--- config.mk ---
export PLATFORM = sky130hd
export DESIGN_NAME = wm8731_cfg_sched
export DESIGN_NICKNAME = d
export VERILOG_FILES = /design/src/rtl/wm8731_pkg.sv /design/src/rtl/cfg_req_slot.sv /design/src/rtl/wm8731_cfg_sched.sv
export SDC_FILE = /design/constraint.sdc
export NUM_CORES = 1
export LEC_CHECK = 0
export BUFFER_PORTS_ARGS = -buffer_cell sky130_fd_sc_hd__buf_2
export CELL_PAD_IN_SITES_DETAIL_PLACEMENT = 0
export CELL_PAD_IN_SITES_GLOBAL_PLACEMENT = 1
export CORE_MARGIN = 2
export CORE_UTILIZATION = 35
export DETAILED_ROUTE_END_ITERATION = 7
export PLACE_DENSITY_LB_ADDON = 0.25
export REMOVE_ABC_BUFFERS = 1
export SYNTH_ARGS = -nofsm -noshare
export SYNTH_HDL_FRONTEND = slang
export SYNTH_SLANG_ARGS = --single-unit
--- constraint.sdc ---
create_clock -name clk -period 2.61 [get_ports clk]
set_input_delay 0.1305 -clock clk [delete_from_list [all_inputs] [get_ports clk]]
set_output_delay 0.1305 -clock clk [all_outputs]
set_load 0.02 [all_outputs]
--- src/rtl/wm8731_pkg.sv ---
// Shared types and constants for the WM8731 configuration scheduler.
// Holds the FSM state enum, register addresses, volume codes and word packing.
package wm8731_pkg;

    typedef enum logic [2:0] {
        StInitFetch,
        StInitWr,
        StReady,
        StRtWr,
        StErr
    } cfg_state_e;

    localparam logic [6:0] RegHpVol    = 7'h02;
    localparam logic [6:0] RegDacCtrl  = 7'h05;
    localparam logic [6:0] VolMuteCode = 7'h2F;
    localparam logic [6:0] VolReset    = 7'h79;

    // Codes at or below the mute code are all silent on the part; write the canonical one.
    function automatic logic [6:0] clamp_vol(input logic [6:0] vol);
        return (vol <= VolMuteCode) ? VolMuteCode : vol;
    endfunction

    function automatic logic [15:0] pack_word(input logic [6:0] reg_addr,
                                              input logic [8:0] reg_data);
        return {reg_addr, reg_data};
    endfunction

endpackage

--- src/rtl/cfg_req_slot.sv ---
// One pending-request slot: a flag plus the newest requested value.
// A set in the same cycle as a clear wins, so a late request is never lost.
module cfg_req_slot #(
    parameter int unsigned Width = 7
) (
    input  logic             clk_i,
    input  logic             rst_i,
    input  logic             set_i,
    input  logic [Width-1:0] set_val_i,
    input  logic             clr_i,
    output logic             pending_o,
    output logic [Width-1:0] value_o
);

    logic             pending_q, pending_d;
    logic [Width-1:0] value_q, value_d;

    always_comb begin
        pending_d = pending_q;
        value_d   = value_q;
        if (set_i) begin
            pending_d = 1'b1;
            value_d   = set_val_i;
        end else if (clr_i) begin
            pending_d = 1'b0;
        end
    end

    always_ff @(posedge clk_i) begin
        if (rst_i) begin
            pending_q <= 1'b0;
            value_q   <= '0;
        end else begin
            pending_q <= pending_d;
            value_q   <= value_d;
        end
    end

    assign pending_o = pending_q;
    assign value_o   = value_q;

endmodule

--- src/rtl/wm8731_cfg_sched.sv ---
// WM8731 register write scheduler: init table, then coalesced mute/volume writes with retry.
// Define CFG_SCHED_ZC_EN to set the zero-cross bit on headphone volume writes.
module wm8731_cfg_sched
    import wm8731_pkg::*;
#(
    parameter logic [7:0]  DEV_ADDR  = 8'h34,
    parameter int unsigned INIT_LEN  = 10,
    parameter int unsigned RETRY_MAX = 3
) (
    input  logic        clk,
    input  logic        rst,
    output logic [9:0]  lut_index,
    input  logic [15:0] lut_data,
    input  logic        vol_req,
    input  logic [6:0]  vol_val,
    input  logic        mute_req,
    input  logic        mute_en,
    output logic        wr_req,
    output logic [7:0]  wr_dev_addr,
    output logic [7:0]  wr_byte0,
    output logic [7:0]  wr_byte1,
    input  logic        wr_ack,
    input  logic        wr_err,
    output logic        init_done,
    output logic        busy,
    output logic        err,
    output logic [6:0]  vol_cur
);

`ifdef CFG_SCHED_ZC_EN
    localparam logic ZcBit = 1'b1;
`else
    localparam logic ZcBit = 1'b0;
`endif

    cfg_state_e  state_q, state_d;
    logic [9:0]  idx_q, idx_d;
    logic [15:0] word_q, word_d;
    logic        req_q, req_d;
    logic [7:0]  byte0_q, byte0_d, byte1_q, byte1_d;
    logic [7:0]  fail_q, fail_d;
    logic        init_done_q, init_done_d;
    logic        err_q, err_d;
    logic [6:0]  vol_cur_q, vol_cur_d;
    logic        sel_mute_q, sel_mute_d;

    logic        vol_pend, mute_pend, vol_clr, mute_clr, mute_val;
    logic [6:0]  vol_slot;

    cfg_req_slot #(.Width(7)) u_vol_slot (
        .clk_i     (clk),
        .rst_i     (rst),
        .set_i     (vol_req),
        .set_val_i (vol_val),
        .clr_i     (vol_clr),
        .pending_o (vol_pend),
        .value_o   (vol_slot)
    );

    cfg_req_slot #(.Width(1)) u_mute_slot (
        .clk_i     (clk),
        .rst_i     (rst),
        .set_i     (mute_req),
        .set_val_i (mute_en),
        .clr_i     (mute_clr),
        .pending_o (mute_pend),
        .value_o   (mute_val)
    );

    always_comb begin
        state_d     = state_q;
        idx_d       = idx_q;
        word_d      = word_q;
        req_d       = req_q;
        byte0_d     = byte0_q;
        byte1_d     = byte1_q;
        fail_d      = fail_q;
        init_done_d = init_done_q;
        err_d       = err_q;
        vol_cur_d   = vol_cur_q;
        sel_mute_d  = sel_mute_q;
        vol_clr     = 1'b0;
        mute_clr    = 1'b0;

        case (state_q)
            StInitFetch: begin
                word_d  = lut_data;
                fail_d  = '0;
                state_d = StInitWr;
            end
            StInitWr, StRtWr: begin
                // A low wr_req here is either the first cycle of a write or the retry gap.
                if (!req_q) begin
                    req_d   = 1'b1;
                    byte0_d = word_q[15:8];
                    byte1_d = word_q[7:0];
                end else if (wr_ack) begin
                    req_d  = 1'b0;
                    fail_d = '0;
                    if (state_q == StInitWr) begin
                        idx_d = idx_q + 10'd1;
                        if (idx_d == 10'(INIT_LEN)) begin
                            state_d     = StReady;
                            init_done_d = 1'b1;
                        end else begin
                            state_d = StInitFetch;
                        end
                    end else begin
                        state_d = StReady;
                        if (!sel_mute_q) begin
                            vol_cur_d = word_q[6:0];
                        end
                    end
                end else if (wr_err) begin
                    req_d = 1'b0;
                    if (fail_q == 8'(RETRY_MAX)) begin
                        state_d = StErr;
                        err_d   = 1'b1;
                    end else begin
                        fail_d = fail_q + 8'd1;
                    end
                end
            end
            StReady: begin
                // Slots are cleared at launch so a request during the write stays pending.
                if (mute_pend) begin
                    word_d     = pack_word(RegDacCtrl, {5'b0, mute_val, 3'b0});
                    sel_mute_d = 1'b1;
                    mute_clr   = 1'b1;
                    fail_d     = '0;
                    state_d    = StRtWr;
                end else if (vol_pend) begin
                    word_d     = pack_word(RegHpVol, {1'b1, ZcBit, clamp_vol(vol_slot)});
                    sel_mute_d = 1'b0;
                    vol_clr    = 1'b1;
                    fail_d     = '0;
                    state_d    = StRtWr;
                end
            end
            StErr: begin
                req_d = 1'b0;
            end
            default: begin
                state_d = StInitFetch;
            end
        endcase
    end

    always_ff @(posedge clk) begin
        if (rst) begin
            state_q     <= StInitFetch;
            idx_q       <= '0;
            word_q      <= '0;
            req_q       <= 1'b0;
            byte0_q     <= '0;
            byte1_q     <= '0;
            fail_q      <= '0;
            init_done_q <= 1'b0;
            err_q       <= 1'b0;
            vol_cur_q   <= VolReset;
            sel_mute_q  <= 1'b0;
        end else begin
            state_q     <= state_d;
            idx_q       <= idx_d;
            word_q      <= word_d;
            req_q       <= req_d;
            byte0_q     <= byte0_d;
            byte1_q     <= byte1_d;
            fail_q      <= fail_d;
            init_done_q <= init_done_d;
            err_q       <= err_d;
            vol_cur_q   <= vol_cur_d;
            sel_mute_q  <= sel_mute_d;
        end
    end

    assign lut_index   = idx_q;
    assign wr_req      = req_q;
    assign wr_dev_addr = DEV_ADDR;
    assign wr_byte0    = byte0_q;
    assign wr_byte1    = byte1_q;
    assign init_done   = init_done_q;
    assign err         = err_q;
    assign vol_cur     = vol_cur_q;
    assign busy        = (state_q != StErr) &&
                         (req_q || vol_pend || mute_pend || !init_done_q || state_q == StRtWr);

endmodule

==> results of run 1 <==
[flip-flops by register name, indices dropped and copies added (netlist names)]
name                   count
fail_q                     8
init_done                  1
state_q                    3
wr_req                     1
lut_index                 10
u_vol_slot.pending_o       1
wr_byte0                   8
word_q                    16
u_vol_slot.value_o         7
u_mute_slot.value_o        1
vol_cur                    7
sel_mute_q                 1
wr_byte1                   8
err                        1
u_mute_slot.pending_o      1
[cells in the final DEF (no fill, tap or decap), types with 8 or more instances in the layout]
| cell type | n |
|---|---|
| dfxtp_1 | 74 |
| conb_1 | 8 |
| buf_2 | 66 |
| nor3_1 | 10 |
| clkbuf_8 | 9 |
| nand2_1 | 41 |
| a21oi_1 | 38 |
| nand3_1 | 8 |
| a211oi_1 | 14 |
| mux2i_1 | 12 |
| o21ai_0 | 9 |
| nor2_1 | 58 |
[cell type report]
class | count | area (um2) | area share (%)
clock inverter | 7 | 60.06 | 1.593
sequential | 74 | 1481 | 39.30
tap | 111 | 138.9 | 3.684
inverter | 3 | 11.26 | 0.2987
clock buffer | 9 | 123.9 | 3.286
multi-input combinational | 271 | 1582 | 41.95
timing repair buffer | 70 | 372.9 | 9.890
[power breakdown]
part / switching, mW / leakage [nW] / internal (mW)
clock: 0.480 / 0.0848 / 0.361
sequential: 0.0469 / 0.604 / 1.19
combinational: 0.205 / 0.827 / 0.111
total: 0.732 / 1.52 / 1.66
[worst paths after layout]
kind | from | end | depth (start not counted)
worst max-delay path | fail_q[0]$_SDFFE_PP0P_ | fail_q[3]$_SDFFE_PP0P_ | 6
worst min-delay path | vol_val[1] | u_vol_slot.value_o[1]$_SDFFE_PP0P_ | 3
worst max register to register | fail_q[0]$_SDFFE_PP0P_ | fail_q[3]$_SDFFE_PP0P_ | 6
worst min register to register | word_q[9]$_SDFFE_PP0P_ | wr_byte0[1]$_SDFFE_PP0P_ | 2
[worst max-delay path, cell delays in order, from the launching register on]
cell	delay [ps]
dfxtp_1	370
ha_1	210
or4b_4	490
nor4_4	310
a211o_2	290
nor2_1	70
nor3_1	170
[stage by stage]
step / power (mW) / area [um2] / utilization [%]
after CTS: 2.430 / 3770 / 41.59
after global placement: 1.577 / 3586 / 39.56
after floorplan: 1.450 / 3074 / -
after global routing: 2.516 / 3770 / 41.59
after detailed placement: 1.582 / 3586 / 39.56
final: 2.391 / 3770 / 41.59
[routing by layer]
metal	wire length [um]	track usage, %	vias up
met4	101	6.322	0
met5	0	0	-
met3	266	2.925	10
li1	-	-	1400
met2	3291	23.96	54
met1	3708	20.35	1231
[cells by family (layout without fill, tap and decap cells)]
logic type	after synthesis	in the layout	share of synthesized area (%)
multiplexers	12	12	3.727
AND/OR/NAND/NOR	152	152	23.33
other	2	8	0.2330
adder cells (fa/ha/maj)	3	3	1.165
buffers and inverters	34	89	5.668
XOR/XNOR	9	9	2.446
AO/OA/AOI/OAI	87	87	17.47
flip-flops	74	74	45.96
==> qor.txt, run 1 <==
Die H - 99.96 um
Seq/Total Area, Yosys - 45.96%
Avg WL per Cell - 13.52 um
Slew HR - 23.89%
Area Growth Syn to Fin - 16.96%
Period Utilization, post-route - 75.65%
Asr flop ratio synth - 0%
Setup violations, final - 0
Layout cells sized above 1 - 23.04%
Setup Buffers After CTS - 0
Clock Latency Late Sink - 350 ps
Die X - 99.96 um
Peak VDD IR - 251.7 uV
Max Cap Viol - 0
Number of synthesized flops with an enable pin - 0
Final nets - 462
Max Fanout on Critical Path - 7
Max-slew violations - 0
Hold_ws - 9.382 ps
Core Area - 9065 um2
Worst path required time - 2880 ps
Largest net degree at the start of global routing - 46
Cell count after placement - 529
Final Critical Period - 1974 ps
Antenna violations before repair - 0
Post-synth top cells - 74 x dfxtp_1, 58 x nor2_1, 41 x nand2_1
Clock-pin transition on the worst setup and hold timing paths - 90 ps
Starting density of the core - 35.56%
Via density - 4.945
Slew @ Worst Pin - 1137 ps
RePlAce Congestion - 0.7671
Clock root buffer - clkbuf_8
Crit Path Class - reg2reg
Clock Skew - 14.93 ps
Syn Inst Count - 373
CP Data Arrival Time - 2240 ps
CTS Sinks - 74
Crit. End Element - flop
Routed wire length - 7368 um
Critical Path Source Type - flop
Clock buffer depth - 2
Final Hold Viols - 0
Global-route wire length before repair - 11960 um
Dpl ws - 644.7 ps
Achievable Freq - 0.5065 GHz
Leakage - 1.516 nW
Most frequent cell after synthesis - dfxtp_1
Min-Delay Path Class - in2reg
IO Count - 75
CTS tree - done
Hold buffers post-CTS - 0
Row count - 35
Post-Syn Area - 3223 um2
Cts bufs inserted - 9
Via count - 2695
Post-Layout Cell Count - 545
Count of state elements after synthesis - 74
Vias in the first global route - 2469
Port Buffers - 66
Htree depth - 3
Post-synth top area cell - dfxtp_1
Ant. Diodes - 0
RSZ-0062 raised after global routing - false
Drt drc - 0
R2R Setup Slk - 640 ps
TritonRoute pass-1 iters - 4
Post-CTS sizing - 0
Synthesized area per cell - 8.641 um2
Post-DRT Antenna Nets - 0
Die footprint - 9992 um2
1st-iter DRT viols - 87
GRT Residual Overflow - 0
Sum Neg Setup Slack - 0 ps
Post-synthesis cell type count - 50
Final WS setup - 635.6 ps
GR Util All Layers - 15.15%
Main synth FF type - dfxtp_1
Ys Warns - 0
Pwr dens - 634.3 nW/um2
Post-synth top area share - 45.96%
Hpwl dp - 5100 um
Fillers - 940
Synth area leaders - dfxtp_1 46%, nor2_1 6.8%, a21oi_1 5.9%
Status - completed
(Power assumes the default switching activity.)
==> run 2: changes to the inputs <==
Clock period 2.61 ns to 2 ns, I/O delays scaled along.
==> run 2 against run 1 <==
Against the previous run:
- power is 37% higher
- final area is 6.9% higher
- global-route usage is 0.50 points higher
- non-clock buffer count is 21 higher
- worst hold slack better by 9.9 ps
==> qor.txt, run 2 (synthesized netlist as in run 1, its figures left out) <==
Die X - 99.96 um (unchanged)
Slew @ Worst Pin - 711.6 ps (-425.9 ps)
Final Hold Viols - 0 (unchanged)
TritonRoute pass-1 iters - 4 (unchanged)
Core Area - 9065 um2 (unchanged)
Clock-pin transition on the worst setup and hold timing paths - 80 ps (about the same)
Final Critical Period - 1789 ps (-185.1 ps)
Antenna violations before repair - 0 (unchanged)
Top routing layer used - met4
Critical Path Source Type - flop
Cts bufs inserted - 9 (unchanged)
Post-Layout Cell Count - 566 (+3.9%)
Final WS setup - 210.7 ps (-424.9 ps)
Via count - 2811 (+4.3%)
Clock root buffer - clkbuf_8
Die H - 99.96 um (unchanged)
CTS tree - done
Most frequent cells in the layout - 71 x dfxtp_1, 66 x buf_2, 57 x nor2_1
CP Data Arrival Time - 2060 ps (-180 ps)
Port Buffers - 66 (unchanged)
Top reg by flops - word_q
Sum Neg Setup Slack - 0 ps (unchanged)
Dpl ws - 3.291 ps (-641.4 ps)
Met3 wire length - 360 um (+35%)
Vias in the first global route - 2574 (+4.3%)
Post-DRT Antenna Nets - 0 (unchanged)
CTS Sinks - 74 (unchanged)
Max reg flops - 16 (unchanged)
Setup violations, final - 0 (unchanged)
Slew HR - 52.51% (+29 points)
Min-Delay Path Class - in2reg
Clock Latency Late Sink - 350 ps (about the same)
Util after Layout - 44.44% (+2.9 points)
Peak VDD IR - 377.0 uV (+50%)
WL met1 - 3742 um (+0.92%)
RePlAce Congestion - 0.7751 (+1.0%)
Die footprint - 9992 um2 (unchanged)
Achievable Freq - 0.5589 GHz (+10%)
Worst path required time - 2270 ps (-610 ps)
Avg WL per Cell - 13.36 um (-1.2%)
GR Util All Layers - 15.65% (+0.50 points)
Routed wire length - 7559 um (+2.6%)
Ant. Diodes - 0 (unchanged)
Drt drc - 0 (unchanged)
Starting density of the core - 35.56% (unchanged)
Layout cells sized above 1 - 25.05% (+2.0 points)
Largest net degree at the start of global routing - 38 (-17%)
Commonest non-fill, non-tap cell in the layout - dfxtp_1
Row count - 35 (unchanged)
1st-iter DRT viols - 126 (+45%)
Hpwl dp - 5119 um (+0.38%)
Status - completed
Final nets - 483 (+4.5%)
Via density - 4.966 (+0.43%)
Period Utilization, post-route - 89.46% (+14 points)
Crit Path Class - reg2reg
Clock Skew - 11.65 ps (-3.276 ps)
RSZ-0062 raised after global routing - false
Global-route wire length before repair - 12560 um (+5.1%)
Clock buffer depth - 2 (unchanged)
Max-slew violations - 0 (unchanged)
Leakage - 1.627 nW (+7.3%)
GRT Residual Overflow - 0 (unchanged)
Max Cap Viol - 0 (unchanged)
Max Fanout on Critical Path - 7 (unchanged)
Crit. End Element - flop
Area Growth Syn to Fin - 25.00%
Met2 wire length - 3393 um (+3.1%)
Htree depth - 3 (unchanged)
Pwr dens - 812.8 nW/um2 (+28%)
Cell count after placement - 533 (+0.76%)
IO Count - 75 (unchanged)
==> run 2: cell count changes in the layout (fill, tap and decap cells not counted), moves of 2 or more <==
cell	change
dlygate4sd3_1	+14
buf_4	+7
dfxtp_1	-3
dfxtp_4	+2
==> run 2: metal layers <==
metal	track usage, %	vias to the layer above
met2	24.12	63
li1	-	1442
met4	4.742	0
met5	0	-
met3	3.552	6
met1	21.93	1300
==> run 2: final timing paths <==
kind                               start                       end  slack (ps)  depth (start not counted)
setup / recovery  fail_q[0]$_SDFFE_PP0P_    fail_q[6]$_SDFFE_PP0P_         210                          7
hold / removal              lut_data[10]   word_q[10]$_SDFFE_PP0P_          20                          3
setup reg to reg  fail_q[0]$_SDFFE_PP0P_    fail_q[6]$_SDFFE_PP0P_         210                          7
hold reg to reg   word_q[9]$_SDFFE_PP0P_  wr_byte0[1]$_SDFFE_PP0P_         440                          2
==> run 2: stage by stage <==
stage | instance area [um2] | power (mW) | hold slack [ps]
2_1_floorplan | 3074 | 1.893 | 167.9
3_3_place_gp | 3616 | 2.064 | 333.1
3_5_place_dp | 3616 | 2.070 | 340.8
4_1_cts | 3989 | 3.334 | 4.311
5_1_grt | 4029 | 3.458 | 37.04
6_report | 4029 | 3.275 | 19.23
==> run 2: area by class of cell <==
class                   instances  area, um2
multi-input cells             271       1617
fillers                       903       5036
repair buffers                 91      565.5
clock buffers                   9      123.9
flip-flops and latches         74       1490
clock inverters                 7      82.58
inverters                       3      11.26
well taps                     111      138.9
==> run 2: power by group <==
part	internal [mW]	switching, mW	total [mW]
Sequential	1.55	0.0587	1.61
Combinational	0.171	0.282	0.453
Clock	0.598	0.617	1.21
==> run 2: what timing repair did <==
action | CTS | global route
setup endpoints to repair | 2 | 27
hold buffers | 14 | 0
resized for setup | 4 | 7
pin swaps | 1 | 4
hold endpoints to repair | 14 | 0
setup buffers | 1 | 2
==> run 2: worst max-delay path, cell delays in order, from the launching register on <==
cell     delay [ps]
dfxtp_4         370
ha_4            140
or4b_4          470
nor4_4          130
buf_4           190
a211o_4         180
nor2_1           70
nor3_2          150
